<file path="config.mk">
export PLATFORM = sky130hd
export DESIGN_NAME = operand_src_sel
export DESIGN_NICKNAME = d
export VERILOG_FILES = /design/src/rtl/mips_pkg.sv /design/src/rtl/debounce_sync.sv /design/src/rtl/operand_src_sel.sv
export SDC_FILE = /design/constraint.sdc
export NUM_CORES = 1
export LEC_CHECK = 0
export CORE_AREA = 8 8 87 89
export DETAILED_ROUTE_END_ITERATION = 10
export DIE_AREA = 0 0 95 97
export GPL_TIMING_DRIVEN = 0
export PLACE_DENSITY = 0.84
export SETUP_SLACK_MARGIN = 0.3
export SLEW_MARGIN = 15
export SYNTH_ARGS = -nofsm -noshare
export SYNTH_HDL_FRONTEND = slang
export SYNTH_SLANG_ARGS = --single-unit
</file>
<file path="constraint.sdc">
create_clock -name clock -period 2.4 [get_ports clock]
set_clock_uncertainty 0.05 [all_clocks]
set_input_delay 0.48 -clock clock [delete_from_list [all_inputs] [get_ports clock]]
set_output_delay 0.48 -clock clock [all_outputs]
set_load 0.05 [all_outputs]
</file>
<file path="src/rtl/mips_pkg.sv">
// Shared definitions for the operand-B source selector: default widths,
// debounce length and the IN-handshake FSM state encoding.
package mips_pkg;

   localparam int DATA_W_DEF     = 32;
   localparam int IMM_W_DEF      = 16;
   localparam int SW_W_DEF       = 16;
   localparam int DEB_CYCLES_DEF = 50000;

   typedef enum logic [1:0] {
      IDLE         = 2'd0,
      WAIT_PRESS   = 2'd1,
      DONE         = 2'd2,
      WAIT_RELEASE = 2'd3
   } state_t;

endpackage

</file>
<file path="src/rtl/debounce_sync.sv">
// Two-flop synchronizer followed by a counter debouncer for the confirm
// push-button. dout only changes after DEB_CYCLES consecutive synchronized
// samples that disagree with it; any agreeing sample restarts the count.
module debounce_sync
   import mips_pkg::*;
#(
   parameter int DEB_CYCLES = DEB_CYCLES_DEF
) (
   input  logic clock,
   input  logic reset_n,
   input  logic din,
   output logic dout
);

   localparam int CNT_W = $clog2(DEB_CYCLES);
   localparam logic [CNT_W-1:0] CNT_LAST = CNT_W'(DEB_CYCLES - 1);

   logic             sync_p0;
   logic             sync_p1;
   logic [CNT_W-1:0] cnt;

   // Stage p0/p1: bring the asynchronous button into the clock domain
   always_ff @(posedge clock or negedge reset_n) begin
      if (!reset_n) begin
         sync_p0 <= 1'b0;
         sync_p1 <= 1'b0;
      end else begin
         sync_p0 <= din;
         sync_p1 <= sync_p0;
      end
   end

   // Accept a new level only after it has persisted for DEB_CYCLES cycles
   always_ff @(posedge clock or negedge reset_n) begin
      if (!reset_n) begin
         cnt  <= '0;
         dout <= 1'b0;
      end else if (sync_p1 == dout) begin
         cnt  <= '0;
      end else if (cnt == CNT_LAST) begin
         cnt  <= '0;
         dout <= sync_p1;
      end else begin
         cnt  <= cnt + CNT_W'(1);
      end
   end

endmodule

</file>
<file path="src/rtl/operand_src_sel.sv">
// ALU operand-B selector: register data, extended immediate, or the latched
// switch bank for the IN instruction. An IN stalls the core until the
// debounced confirm button is pressed, then releases it for one cycle.
// Optional feature macro: OPSRC_SIGN_EXT_EN (sext=1 sign-extends the
// immediate when defined; otherwise the immediate is always zero-extended).
module operand_src_sel
   import mips_pkg::*;
#(
   parameter int DATA_W     = DATA_W_DEF,
   parameter int IMM_W      = IMM_W_DEF,
   parameter int SW_W       = SW_W_DEF,
   parameter int DEB_CYCLES = DEB_CYCLES_DEF
) (
   input  logic              clock,
   input  logic              reset_n,
   input  logic              alu_src,
   input  logic              in_op,
   input  logic              sext,
   input  logic [DATA_W-1:0] dado2,
   input  logic [IMM_W-1:0]  imediato,
   input  logic [SW_W-1:0]   interruptores,
   input  logic              confirma,
   output logic [DATA_W-1:0] saida_alusrc,
   output logic              stall
);

`ifdef OPSRC_SIGN_EXT_EN
   function automatic logic [DATA_W-1:0] ext_imm(input logic [IMM_W-1:0] imm,
                                                 input logic sx);
      logic signed [IMM_W-1:0]  imm_s;
      logic signed [DATA_W-1:0] imm_x;
      imm_s = imm;
      imm_x = DATA_W'(imm_s);
      if (sx)
         return imm_x;
      else
         return DATA_W'(imm);
   endfunction
`else
   function automatic logic [DATA_W-1:0] ext_imm(input logic [IMM_W-1:0] imm);
      return DATA_W'(imm);
   endfunction

   // sext has no effect in a zero-extend-only build
   logic unused_sext;
   assign unused_sext = sext;
`endif

   state_t          state;
   state_t          state_nxt;
   logic            conf_db;
   logic            conf_db_q;
   logic            conf_rise;
   logic            latch_en;
   logic            in_req;
   logic [SW_W-1:0] sw_p0;
   logic [SW_W-1:0] sw_p1;
   logic [SW_W-1:0] sw_reg;

   debounce_sync #(
      .DEB_CYCLES (DEB_CYCLES)
   ) u_debounce_sync (
      .clock   (clock),
      .reset_n (reset_n),
      .din     (confirma),
      .dout    (conf_db)
   );

   assign in_req    = alu_src & in_op;
   assign conf_rise = conf_db & ~conf_db_q;

   // Stage p0/p1: synchronize the switch bank before it is latched
   always_ff @(posedge clock or negedge reset_n) begin
      if (!reset_n) begin
         sw_p0 <= '0;
         sw_p1 <= '0;
      end else begin
         sw_p0 <= interruptores;
         sw_p1 <= sw_p0;
      end
   end

   // FSM state, confirm edge history and the switch latch
   always_ff @(posedge clock or negedge reset_n) begin
      if (!reset_n) begin
         state     <= IDLE;
         conf_db_q <= 1'b0;
         sw_reg    <= '0;
      end else begin
         state     <= state_nxt;
         conf_db_q <= conf_db;
         if (latch_en)
            sw_reg <= sw_p1;
      end
   end

   // Next state and stall: a press only counts on a rising edge seen while
   // waiting, so a press held from earlier must be released first
   always_comb begin
      state_nxt = state;
      stall     = 1'b0;
      latch_en  = 1'b0;
      case (state)
         IDLE: begin
            stall = in_req;
            if (in_req)
               state_nxt = WAIT_PRESS;
         end
         WAIT_PRESS: begin
            stall = 1'b1;
            if (conf_rise) begin
               latch_en  = 1'b1;
               state_nxt = DONE;
            end
         end
         DONE: begin
            state_nxt = WAIT_RELEASE;
         end
         WAIT_RELEASE: begin
            stall = in_req;
            if (!conf_db)
               state_nxt = in_req ? WAIT_PRESS : IDLE;
         end
         default: begin
            state_nxt = IDLE;
         end
      endcase
   end

   // Operand-B source multiplexer
   always_comb begin
      saida_alusrc = dado2;
      if (alu_src) begin
         if (in_op)
            saida_alusrc = DATA_W'(sw_reg);
         else
`ifdef OPSRC_SIGN_EXT_EN
            saida_alusrc = ext_imm(imediato, sext);
`else
            saida_alusrc = ext_imm(imediato);
`endif
      end
   end

endmodule

</file>
* Yosys cells after proc, flatten, opt, wreduce, memory -nomap -nowiden
Index checks and enable logic that the tools add are counted.
** Storage, ports and cells
- Register bits after elaboration :: 70
- Latch bits :: 0
- Bits in writable memories :: 0
- Bits in read-only memories :: 0
- Output and inout bits :: 33
- Logic and storage cells :: 38
- Memories kept :: 0
** Cells by class
- $add $sub $neg :: 1
- Multipliers :: 0
- Divide/modulo/power cells :: 0
- $lt $le $gt $ge :: 0
- Equality and inequality tests :: 8
- Shift operators :: 0
- Muxes and demuxes :: 12
- Bitwise gates (word level) :: 4
- Reduce and logical (&&, ||, !) cells :: 4
** Operators with widths (number)
- $mux 16 :: 3
- $mux 32 :: 1
- $add 16x1->16 const B :: 1
- $eq 16x16->1 const B :: 1
- $pmux 2 s4 :: 1
- $mux 2 :: 3
- $ne 2x2->1 const B :: 3
- $eq 2x2->1 const B :: 2
- $mux 1 :: 3
- $reduce_and 3->1 :: 1
- $and 1x1->1 :: 2
- $eq 2x1->1 const B :: 1
- $logic_not 2->1 :: 1
- $not 1->1 :: 2
- $pmux 1 s2 :: 1
- $reduce_and 2->1 :: 1
- $reduce_or 2->1 :: 1
- $eq 1x1->1 :: 1

* Logic depth before layout (Yosys ltp)
Gate-level depths: netlist (run 1).
- Word-level depth :: 4
- Depth in mapped cells :: 6

* By module
Synthesis (run 1) repeated with hierarchy kept, for this count alone.
** Unflattened totals
- Cells, all modules :: 242
- Area total of the unflattened synthesis :: 2934.1 µm²
** By module, submodules not included
- operand_src_sel :: times used 1, cells each 158, area an instance 2038.2 µm²
- debounce_sync :: times used 1, cells each 84, area an instance 895.9 µm²

* Worst setup path before layout (run 1)
Ideal clock, no wire load.
- Path kind :: input-to-output
- Start point :: input in_op
- End point :: output saida_alusrc[10]
- Data arrival time :: 1.758 ns
- Slack :: 0.112 ns
- Stages on the path :: 4
- Cells stage by stage :: buf_6 buf_2 mux2i_1 a21oi_1
** On the way
- Cells in the longest elaborated chain, start to end :: 2
** RTL lines
- from (decl) :: RTL line operand_src_sel.sv:17 : input logic in_op,
- $mux 16 :: RTL line operand_src_sel.sv:134 : if (in_op)
- $mux 32 :: RTL line operand_src_sel.sv:133 : if (alu_src) begin
- to (decl) :: RTL line operand_src_sel.sv:23 : output logic [DATA_W-1:0] saida_alusrc,
No other way between the ends.

* Final worst setup path (run 1)
- Start point :: input alu_src
- End point :: output saida_alusrc[15]
** On the way
- Cells in the longest elaborated chain, start to end :: 1
** RTL lines
- from (decl) :: RTL line operand_src_sel.sv:16 : input logic alu_src,
- $mux 32 :: RTL line operand_src_sel.sv:133
No other way between the ends.

==> results_dict.tcl, run 1 <==
set metrics [dict create \
    status "finished clean" \
    fin_crit_ns 2.05 \
    cpMostUsedCell "clkbuf_8" \
    routedWlPerCell_um 16.0 \
    cp_top_family "buffers and inverters" \
    slew_violations 0 \
    worst-path-buf-inv 4 \
    num_io_pins 103 \
    core_um2 6200 \
    grt_max_degree 56 \
    groute.usage.overall 0.157 \
    grt_pass1_wl_um 11400 \
    via_count 2168 \
    cp-start-kind "primary input" \
    max_stage_delay_ns 0.31 \
    chipWidth_um 95 \
    worst_path_max_delay_cell "dlygate4sd2_1" \
    postSynthCellCount 241 \
    syn-num-nets 317 \
    viasPerCell 4.95 \
    yosysWarnings 0 \
    final_cell_mix "dfrtp_1 (70), clkdlybuf4s50_1 (65), nor2_1 (35), buf_4 (20)" \
    syn2layout_area_growth_pct 49.0 \
    clock-sinks 70 \
    worstPathMaxFanout 10 \
    cts_buffer_depth 2 \
    port_buffers 100 \
    syn_area_um2 2920 \
    ir_drop_mv 0.445 \
    drv_cap 0 \
    fp-row-count 29 \
    diodes 0 \
    worst_slew_pin_slew_ns 0.615 \
    rsz0062_at_grt "yes" \
    antenna_found_initial 0 \
    overflow 0 \
    path_cells "dlygate4sd2_1, clkbuf_8, clkbuf_8, a21oi_2, buf_4" \
    max_freq_mhz 488 \
    globalplace.congestion 0.769 \
    end_kind "primary output" \
    powerDensity_nw_per_um2 666 \
    worst_ep_required_time_ns 1.87 \
    fill_cells 467 \
    worst-setup-path-type "in2out" \
    setup_viol 0 \
    worstPathArrival_ns 1.52 \
    grt_pass1_vias 2330 \
    cts_tree "yes" \
    hold_viol 0 \
    drive_above_1_share 0.283 \
    clkLatencyLatePin_ns 0.34 \
    drc_errors 0 \
    synth_seq_cells 70 \
    ys_seq_area_frac 0.600 \
    dp_hpwl_um 5200 \
    hold_path_class "reg2reg" \
    power.total_mw 2.90 \
    cellLeakagePower_nw 1.95 \
    nNetsFinal 432 \
    finalCritPeriodShare 0.853 \
    ys_types 34 \
    numCtsBuffers 9 \
    relSlewSlack 0.590 \
    die_area_um2 9220 \
    syn-mean-instance-area_um2 12.1 \
    dr.pass1.iters 4 \
    clkSlewWorstSetupHoldPaths_ns 0.07 \
    htree_levels 3 \
    die_y_um 97 \
    routed_wl_um 6990 \
    final_common_cell "dfrtp_1" \
    drtIter0Drc 45 \
    root_buffer "clkbuf_8" \
    ant_nets 0 \
    setup_tns_ns 0 \
    start_util 0.471 \
    postLayoutCoreUtil 0.701 \
]
-- layer usage --
metal / track usage / routed length (µm)
met1: 0.188 / 2970
met2: 0.256 / 3410
met3: 0.0433 / 532
met4: 0.0649 / 86
met5: 0 / 0
-- worst reg2reg max path: stages, from the launching register on --
cell and delay (ns):
dfrtp_1 0.40, inv_2 0.09, ha_1 0.22, nand3b_1 0.34
buf_2 0.33, mux2_2 0.36
-- worst paths after layout --
path	to	startpoint	slack [ns]	cells after the start
setup reg to reg	sw_reg[11]	state[1]	0.50	5
hold reg to reg	sw_p1[7]	sw_p0[7]	0.30	0
hold / removal	sw_p1[7]	sw_p0[7]	0.30	0
setup / recovery	saida_alusrc[15]	alu_src	0.35	5
max in group asynchronous	u_debounce_sync.cnt[5]	reset_n	1.28	3
min in group asynchronous	sw_reg[5]	reset_n	0.49	2
-- synth_stat cells --
cell      instances  share of area
a21oi_1          16          0.027
buf_4             1         0.0026
buf_6             1         0.0039
nand3b_1          1         0.0026
mux2_1            1         0.0039
dfrtp_1          70           0.60
buf_2             2         0.0034
nor2_1           36          0.046
xnor2_1          12          0.036
nor3_1            4         0.0069
inv_1             5         0.0064
nor2b_1          16          0.034
xor2_1            3         0.0090
mux2_2           16          0.062
nand2_1           4         0.0051
ha_1              6          0.026
mux2i_1          16          0.055
o21ai_1           1         0.0017
a22oi_1           1         0.0026
nand2b_1          1         0.0021
and4b_1           1         0.0034
nand3_2           1         0.0034
nor4_1            3         0.0064
nor4b_1           2         0.0060
nand2_2           1         0.0021
clkbuf_1          5         0.0064
a222oi_1          1         0.0034
nand4_1           3         0.0064
nand3_1           5         0.0086
nor4_2            1         0.0043
a311oi_1          1         0.0030
o21ai_0           1         0.0017
and3_1            2         0.0043
nand4_2           1         0.0043
-- through the flow --
step | worst slack [ns] | instance area, µm² | hold slack, ns | instances
3_3_place_gp | -1.35 | 4070 | 0.282 | 418
2_1_floorplan | 0.112 | 2970 | 0.134 | 241
3_5_place_dp | -0.964 | 4100 | 0.285 | 419
6_report | 0.352 | 4350 | 0.296 | 438
4_1_cts | 0.303 | 4310 | 0.298 | 436
5_1_grt | 0.290 | 4350 | 0.307 | 438
-- power breakdown --
group          internal (mW)  switching [mW]  total (mW)
Clock                  0.483           0.437       0.920
Combinational          0.315           0.401       0.716
Sequential              1.23          0.0313        1.26
-- layout make-up --
cell class | instances | area [µm²] | share of cell area
flip-flops and latches | 70 | 1750 | 0.403
multi-input cells | 157 | 1180 | 0.271
repair buffers | 104 | 1010 | 0.233
clock buffers | 9 | 124 | 0.0285
well taps | 77 | 96.3 | 0.0221
plain buffers | 9 | 93.8 | 0.0216
clock inverters | 7 | 73.8 | 0.0170
inverters | 5 | 18.8 | 0.00431
-- repair_timing --
item | 4_1_cts | 5_1_grt
setup endpoints to repair | 33 | 5
pin swaps | 0 | 2
hold endpoints to repair | 15 | 0
hold buffers | 1 | 0
gates cloned | 0 | 0
gates resized for setup | 174 | 6
buffers inserted | 0 | 2
-- logic make-up (layout without fill, tap and decap cells) --
logic type	count (synthesis)	count (layout)	share of synthesized area
AND/OR/NAND/NOR	82	82	0.147
adder cells (fa/ha/maj)	6	6	0.0257
flip-flops	70	70	0.600
multiplexers	33	33	0.120
AO/OA/AOI/OAI	21	21	0.0398
XOR/XNOR	15	15	0.0450
buffers and inverters	14	134	0.0227
Power figures use the tool's default switching activity.
==> run 2, diff against run 1 <==
Settings changed: CORE_AREA 8 8 87 89 to 8 8 90 92, DIE_AREA 0 0 95 97 to 0 0 98 100, PLACE_DENSITY 0.84 to 0.78.
Clock period 2.4 ns to 2.15 ns, I/O delays scaled along.
==> run 2 against run 1 <==
Effect of this change:
- sequential share of layout area down 1.1 points
- via count up 1.9%
- sequential cell count unchanged
- clock-buffer cell count up 2
- global-route usage up 0.14 points
- combinational power up 32%
- highest routed layer unchanged
- utilization down 2.9 points
- worst hold slack better by 0.0037 ns
- cell area up 2.7%
- wire length up 6.9%
- largest cell class unchanged
- clock power up 11%
==> results_dict.tcl, run 2 (synthesized netlist as in run 1, its figures left out) <==
set metrics [dict create \
    critPathCapture "stall" \
    hold_viol 0 \
    path_cells "inv_2, ha_4, nor2_4, nor2_2, nor2_2, buf_6" \
    groute.usage.overall 0.158 \
    wl_met2_um 4110 \
    htree_levels 3 \
    globalplace.congestion 0.774 \
    switching_share 0.294 \
    crit_cells 6 \
    worst_slew_pin_slew_ns 0.410 \
    layout_setup_ws_ns 0.265 \
    fp-row-count 30 \
    routedWlPerCell_um 16.7 \
    clkSlewWorstSetupHoldPaths_ns 0.07 \
    die_area_um2 9800 \
    worst-setup-path-type "reg2out" \
    nNetsFinal 439 \
    power.total_mw 3.36 \
    drv_cap 0 \
    final_common_cell "dfrtp_1" \
    cts_buffer_depth 2 \
    max_freq_mhz 530 \
    timing.rr.end "sw_reg[8]" \
    p_int_mw 2.38 \
    cellLeakagePower_nw 2.01 \
    drive_above_1_share 0.322 \
    grt_pass1_wl_um 12200 \
    dpl_cell_area_um2 4170 \
    antenna_found_initial 0 \
    cp-start-kind "flop" \
    via_count 2210 \
    dr.pass1.iters 4 \
    clkLatencyLatePin_ns 0.33 \
    status "finished clean" \
    viasPerCell 4.94 \
    grt_max_degree 39 \
    root_buffer "clkbuf_8" \
    reg2regPathDepth 5 \
    cpMostUsedCell "nor2_2" \
    fin_crit_ns 1.89 \
    die_y_um 100 \
    start_util 0.440 \
    clock-sinks 70 \
    comb_power_share 0.281 \
    max_stage_delay_ns 0.39 \
    r2r_start "state[0]" \
    cts_tree "yes" \
    setup.worst_path.start "state[1]" \
    overflow 0 \
    finalCritPeriodShare 0.877 \
    final_cell_mix "dfrtp_1 (70), clkdlybuf4s50_1 (64), nor2_1 (33), buf_2 (18), buf_4 (17)" \
    diodes 0 \
    hold_path_class "reg2reg" \
    worst-path-buf-inv 2 \
    worst_ep_required_time_ns 1.67 \
    top_layer "met4" \
    ir_drop_mv 0.455 \
    end_kind "primary output" \
    sequentialPowerShare 0.417 \
    relSlewSlack 0.727 \
    powerDensity_nw_per_um2 752 \
    power.switching_mw 0.987 \
    worstPathMaxFanout 3 \
    numCtsBuffers 9 \
    wl_met3_um 367 \
    rsz0062_at_grt "yes" \
    core_um2 6640 \
    setup_viol 0 \
    clkPwrFrac 0.302 \
    place_ws_ns -1.12 \
    routedLengthMet1_um 2840 \
    grt_pass1_vias 2405 \
    drc_errors 0 \
    routed_wl_um 7480 \
    fin_area_um2 4470 \
    setup_tns_ns 0 \
    chipWidth_um 98 \
    drtIter0Drc 64 \
    worstPathArrival_ns 1.41 \
    slew_violations 0 \
    hold_slack_ns 0.300 \
    cp_top_family "flip-flops" \
    num_io_pins 103 \
    ant_nets 0 \
    syn2layout_area_growth_pct 53.0 \
    fill_cells 501 \
    port_buffers 100 \
    dp_hpwl_um 5410 \
    worst_path_max_delay_cell "dfrtp_1" \
    reg2reg_slack_ns 0.39 \
]
-- run 2: changes by cell type in the layout (fill, tap and decap cells not counted), moves of 7 or more --
cell,before,now
buf_2,3,18
clkdlybuf4s15_2,11,0
buf_6,2,12
a21oi_2,16,7
a21oi_4,0,9
mux2i_1,16,8
mux2i_2,0,7
-- run 2: metal layers --
layer  up-vias  GRT usage
met1      1086      0.167
met2        53      0.288
met4         0     0.0683
met3        13     0.0450
met5         -          0
li1       1058          -
-- run 2: worst min path at each step --
stage                         from        end  slack (ns)  cells past startpoint
final                     sw_p0[3]   sw_p1[3]        0.30                      0
after global routing      sw_p0[2]   sw_p1[2]        0.31                      0
after CTS                 sw_p0[3]   sw_p1[3]        0.30                      0
after detailed placement  sw_p0[3]   sw_p1[3]        0.29                      0
after global placement    sw_p0[7]   sw_p1[7]        0.28                      0
after floorplan            reset_n  conf_db_q        0.08                      0
-- run 2: layout make-up --
class                   count  area (µm²)  area share
flip-flops and latches     70        1750       0.392
multi-input cells         157        1290       0.290
repair buffers            111        1010       0.226
clock buffers              11         141      0.0316
plain buffers               9         106      0.0238
well taps                  80         100      0.0224
clock inverters             4        47.5      0.0106
inverters                   5        18.8     0.00420
-- run 2: what timing repair did --
item	in CTS	in global routing
hold endpoints to repair	32	0
gates cloned	1	0
hold buffers	1	0
setup buffers	6	2
resized for setup	212	16
setup endpoints to repair	43	21
pin swaps	2	1
-- run 2: power by group through the flow --
stage                     sequential [mW]  combinational (mW)  clock, mW
after global routing                 1.41                1.02       1.09
after global placement               1.43               0.736          0
final                                1.40               0.945       1.02
after detailed placement             1.43               0.751          0
after floorplan                      1.42               0.448          0
after CTS                            1.40               0.897       1.05
-- run 2: stage by stage --
step | std cells | util
after floorplan | 241 | -
after global placement | 421 | 0.625
after detailed placement | 422 | 0.628
after CTS | 445 | 0.670
after global routing | 447 | 0.673
final | 447 | 0.673
==> run 3, diff against run 2 <==
Settings changed: REMOVE_ABC_BUFFERS set to 1, SLEW_MARGIN 15 to 20.
==> run 3 against run 2 <==
Effect of this change:
- register-to-register slack improved by 0.11 ns
- non-clock buffer count shrank 9
- clock-buffer cell count shrank 2
- fmax shrank 1.3%
- sequential power barely moved
- sequential share of layout area rose by 2.4 points
- largest power group unchanged
==> results_dict.tcl, run 3 (synthesized netlist as in run 1, its figures left out) <==
set metrics [dict create \
    drv_cap 0 \
    ir_drop_mv 0.626 \
    cts_tree "yes" \
    max_stage_delay_ns 0.40 \
    drc_errors 0 \
    reg2regPathDepth 6 \
    groute.usage.overall 0.145 \
    numCtsBuffers 9 \
    routedWlPerCell_um 15.3 \
    ant_nets 0 \
    hold_path_class "reg2reg" \
    cellLeakagePower_nw 1.97 \
    max_freq_mhz 524 \
    num_io_pins 103 \
    globalplace.congestion 0.771 \
    timing.rr.end "state[0]" \
    worst_path_max_delay_cell "dfrtp_1" \
    postLayoutCoreUtil 0.634 \
    worst-setup-path-type "reg2out" \
    nNetsFinal 430 \
    hp-start "sw_p0[3]" \
    worstPathArrival_ns 1.43 \
    powerDensity_nw_per_um2 763 \
    slew_violations 0 \
    diodes 0 \
    placed_cells 415 \
    overflow 0 \
    fin_area_um2 4210 \
    place_ws_ns -1.19 \
    grt_pass1_wl_um 11300 \
    end_kind "primary output" \
    p_int_mw 2.20 \
    fin_crit_ns 1.91 \
    worst-path-buf-inv 2 \
    clock-sinks 70 \
    hold_viol 0 \
    core_um2 6640 \
    setup_viol 0 \
    antenna_found_initial 0 \
    path_cells "buf_4, ha_1, nor2_2, nor2_2, buf_6" \
    r2r_start "state[0]" \
    finalCritPeriodShare 0.888 \
    final_common_cell "dfrtp_1" \
    viasPerCell 4.85 \
    root_buffer "clkbuf_8" \
    clkLatencyLatePin_ns 0.33 \
    comb_power_share 0.271 \
    reg2reg_slack_ns 0.50 \
    rsz0062_at_grt "yes" \
    dpl_cell_area_um2 4030 \
    grt_pass1_vias 2309 \
    grt_max_degree 57 \
    switching_share 0.315 \
    chipWidth_um 98 \
    drive_above_1_share 0.245 \
    layout_setup_ws_ns 0.240 \
    hold-path-endpoint "sw_p1[3]" \
    fp-row-count 30 \
    die_area_um2 9800 \
    worstPathMaxFanout 3 \
    via_count 2127 \
    status "finished clean" \
    dp_hpwl_um 4960 \
    worst_slew_pin_slew_ns 0.366 \
    final_cell_mix "dfrtp_1 (70), clkdlybuf4s50_1 (61), nor2_1 (33), buf_4 (24)" \
    syn2layout_area_growth_pct 44.1 \
    cp_top_family "flip-flops" \
    htree_levels 3 \
    sequentialPowerShare 0.436 \
    dr.pass1.iters 4 \
    port_buffers 101 \
    cts_buffer_depth 2 \
    clkPwrFrac 0.293 \
    routed_wl_um 6730 \
    die_y_um 100 \
    power.switching_mw 1.01 \
    cp-start-kind "flop" \
    instances_no_fill 439 \
    relSlewSlack 0.752 \
    hold_path_depth 0 \
    start_util 0.440 \
    clkSlewWorstSetupHoldPaths_ns 0.08 \
    cpMostUsedCell "nor2_2" \
    worst_ep_required_time_ns 1.67 \
    drtIter0Drc 56 \
]
run 3: worst max-delay path by stage:
| stage | start | depth (start not counted) | end |
|---|---|---|---|
| after floorplan | state[0] | 5 | stall |
| after global placement | reset_n | 1 | u_debounce_sync.cnt[14] |
| after detailed placement | in_op | 4 | saida_alusrc[15] |
| after CTS | state[1] | 6 | stall |
| after global routing | state[1] | 6 | stall |
| final | state[0] | 5 | stall |
run 3: metal layers:
| layer | global-route usage | vias to the layer above | share of wire |
|---|---|---|---|
| met2 | 0.261 | 55 | 0.54 |
| li1 | - | 1047 | - |
| met4 | 0.0875 | 0 | 0.027 |
| met5 | 0 | - | 0 |
| met1 | 0.150 | 1013 | 0.38 |
| met3 | 0.0374 | 12 | 0.050 |
run 3: layout make-up:
class | count | area, µm²
clock buffer | 9 | 124
clock inverter | 7 | 56.3
fill | 544 | 2430
inverter | 5 | 18.8
multi-input combinational | 157 | 1130
sequential | 70 | 1750
tap | 80 | 100
timing repair buffer | 111 | 1030
run 3: metrics by stage:
step	TNS (ns)	hold WS, ns	power, mW
CTS	0	0.304	3.17
detailed placement	-23.41	0.252	2.15
floorplan	0	0.0844	1.81
global placement	-157.67	0.281	2.12
finish	0	0.303	3.21
global route	0	0.309	3.37
run 3: what timing repair did:
| action | CTS | global route |
|---|---|---|
| gates resized for setup | 177 | 29 |
| pin swaps | 2 | 10 |
| hold buffers | 1 | 0 |
| hold endpoints to repair | 14 | 0 |
| setup buffers | 5 | 2 |
| setup endpoints to repair | 51 | 33 |
run 3: power groups by stage:
stage          clock network [mW]  registers [mW]  logic [mW]
5_1_grt                      1.03            1.41       0.935
2_1_floorplan                   0            1.42       0.389
6_report                    0.941            1.40       0.872
3_3_place_gp                    0            1.43       0.688
4_1_cts                     0.971            1.40       0.800
3_5_place_dp                    0            1.43       0.715
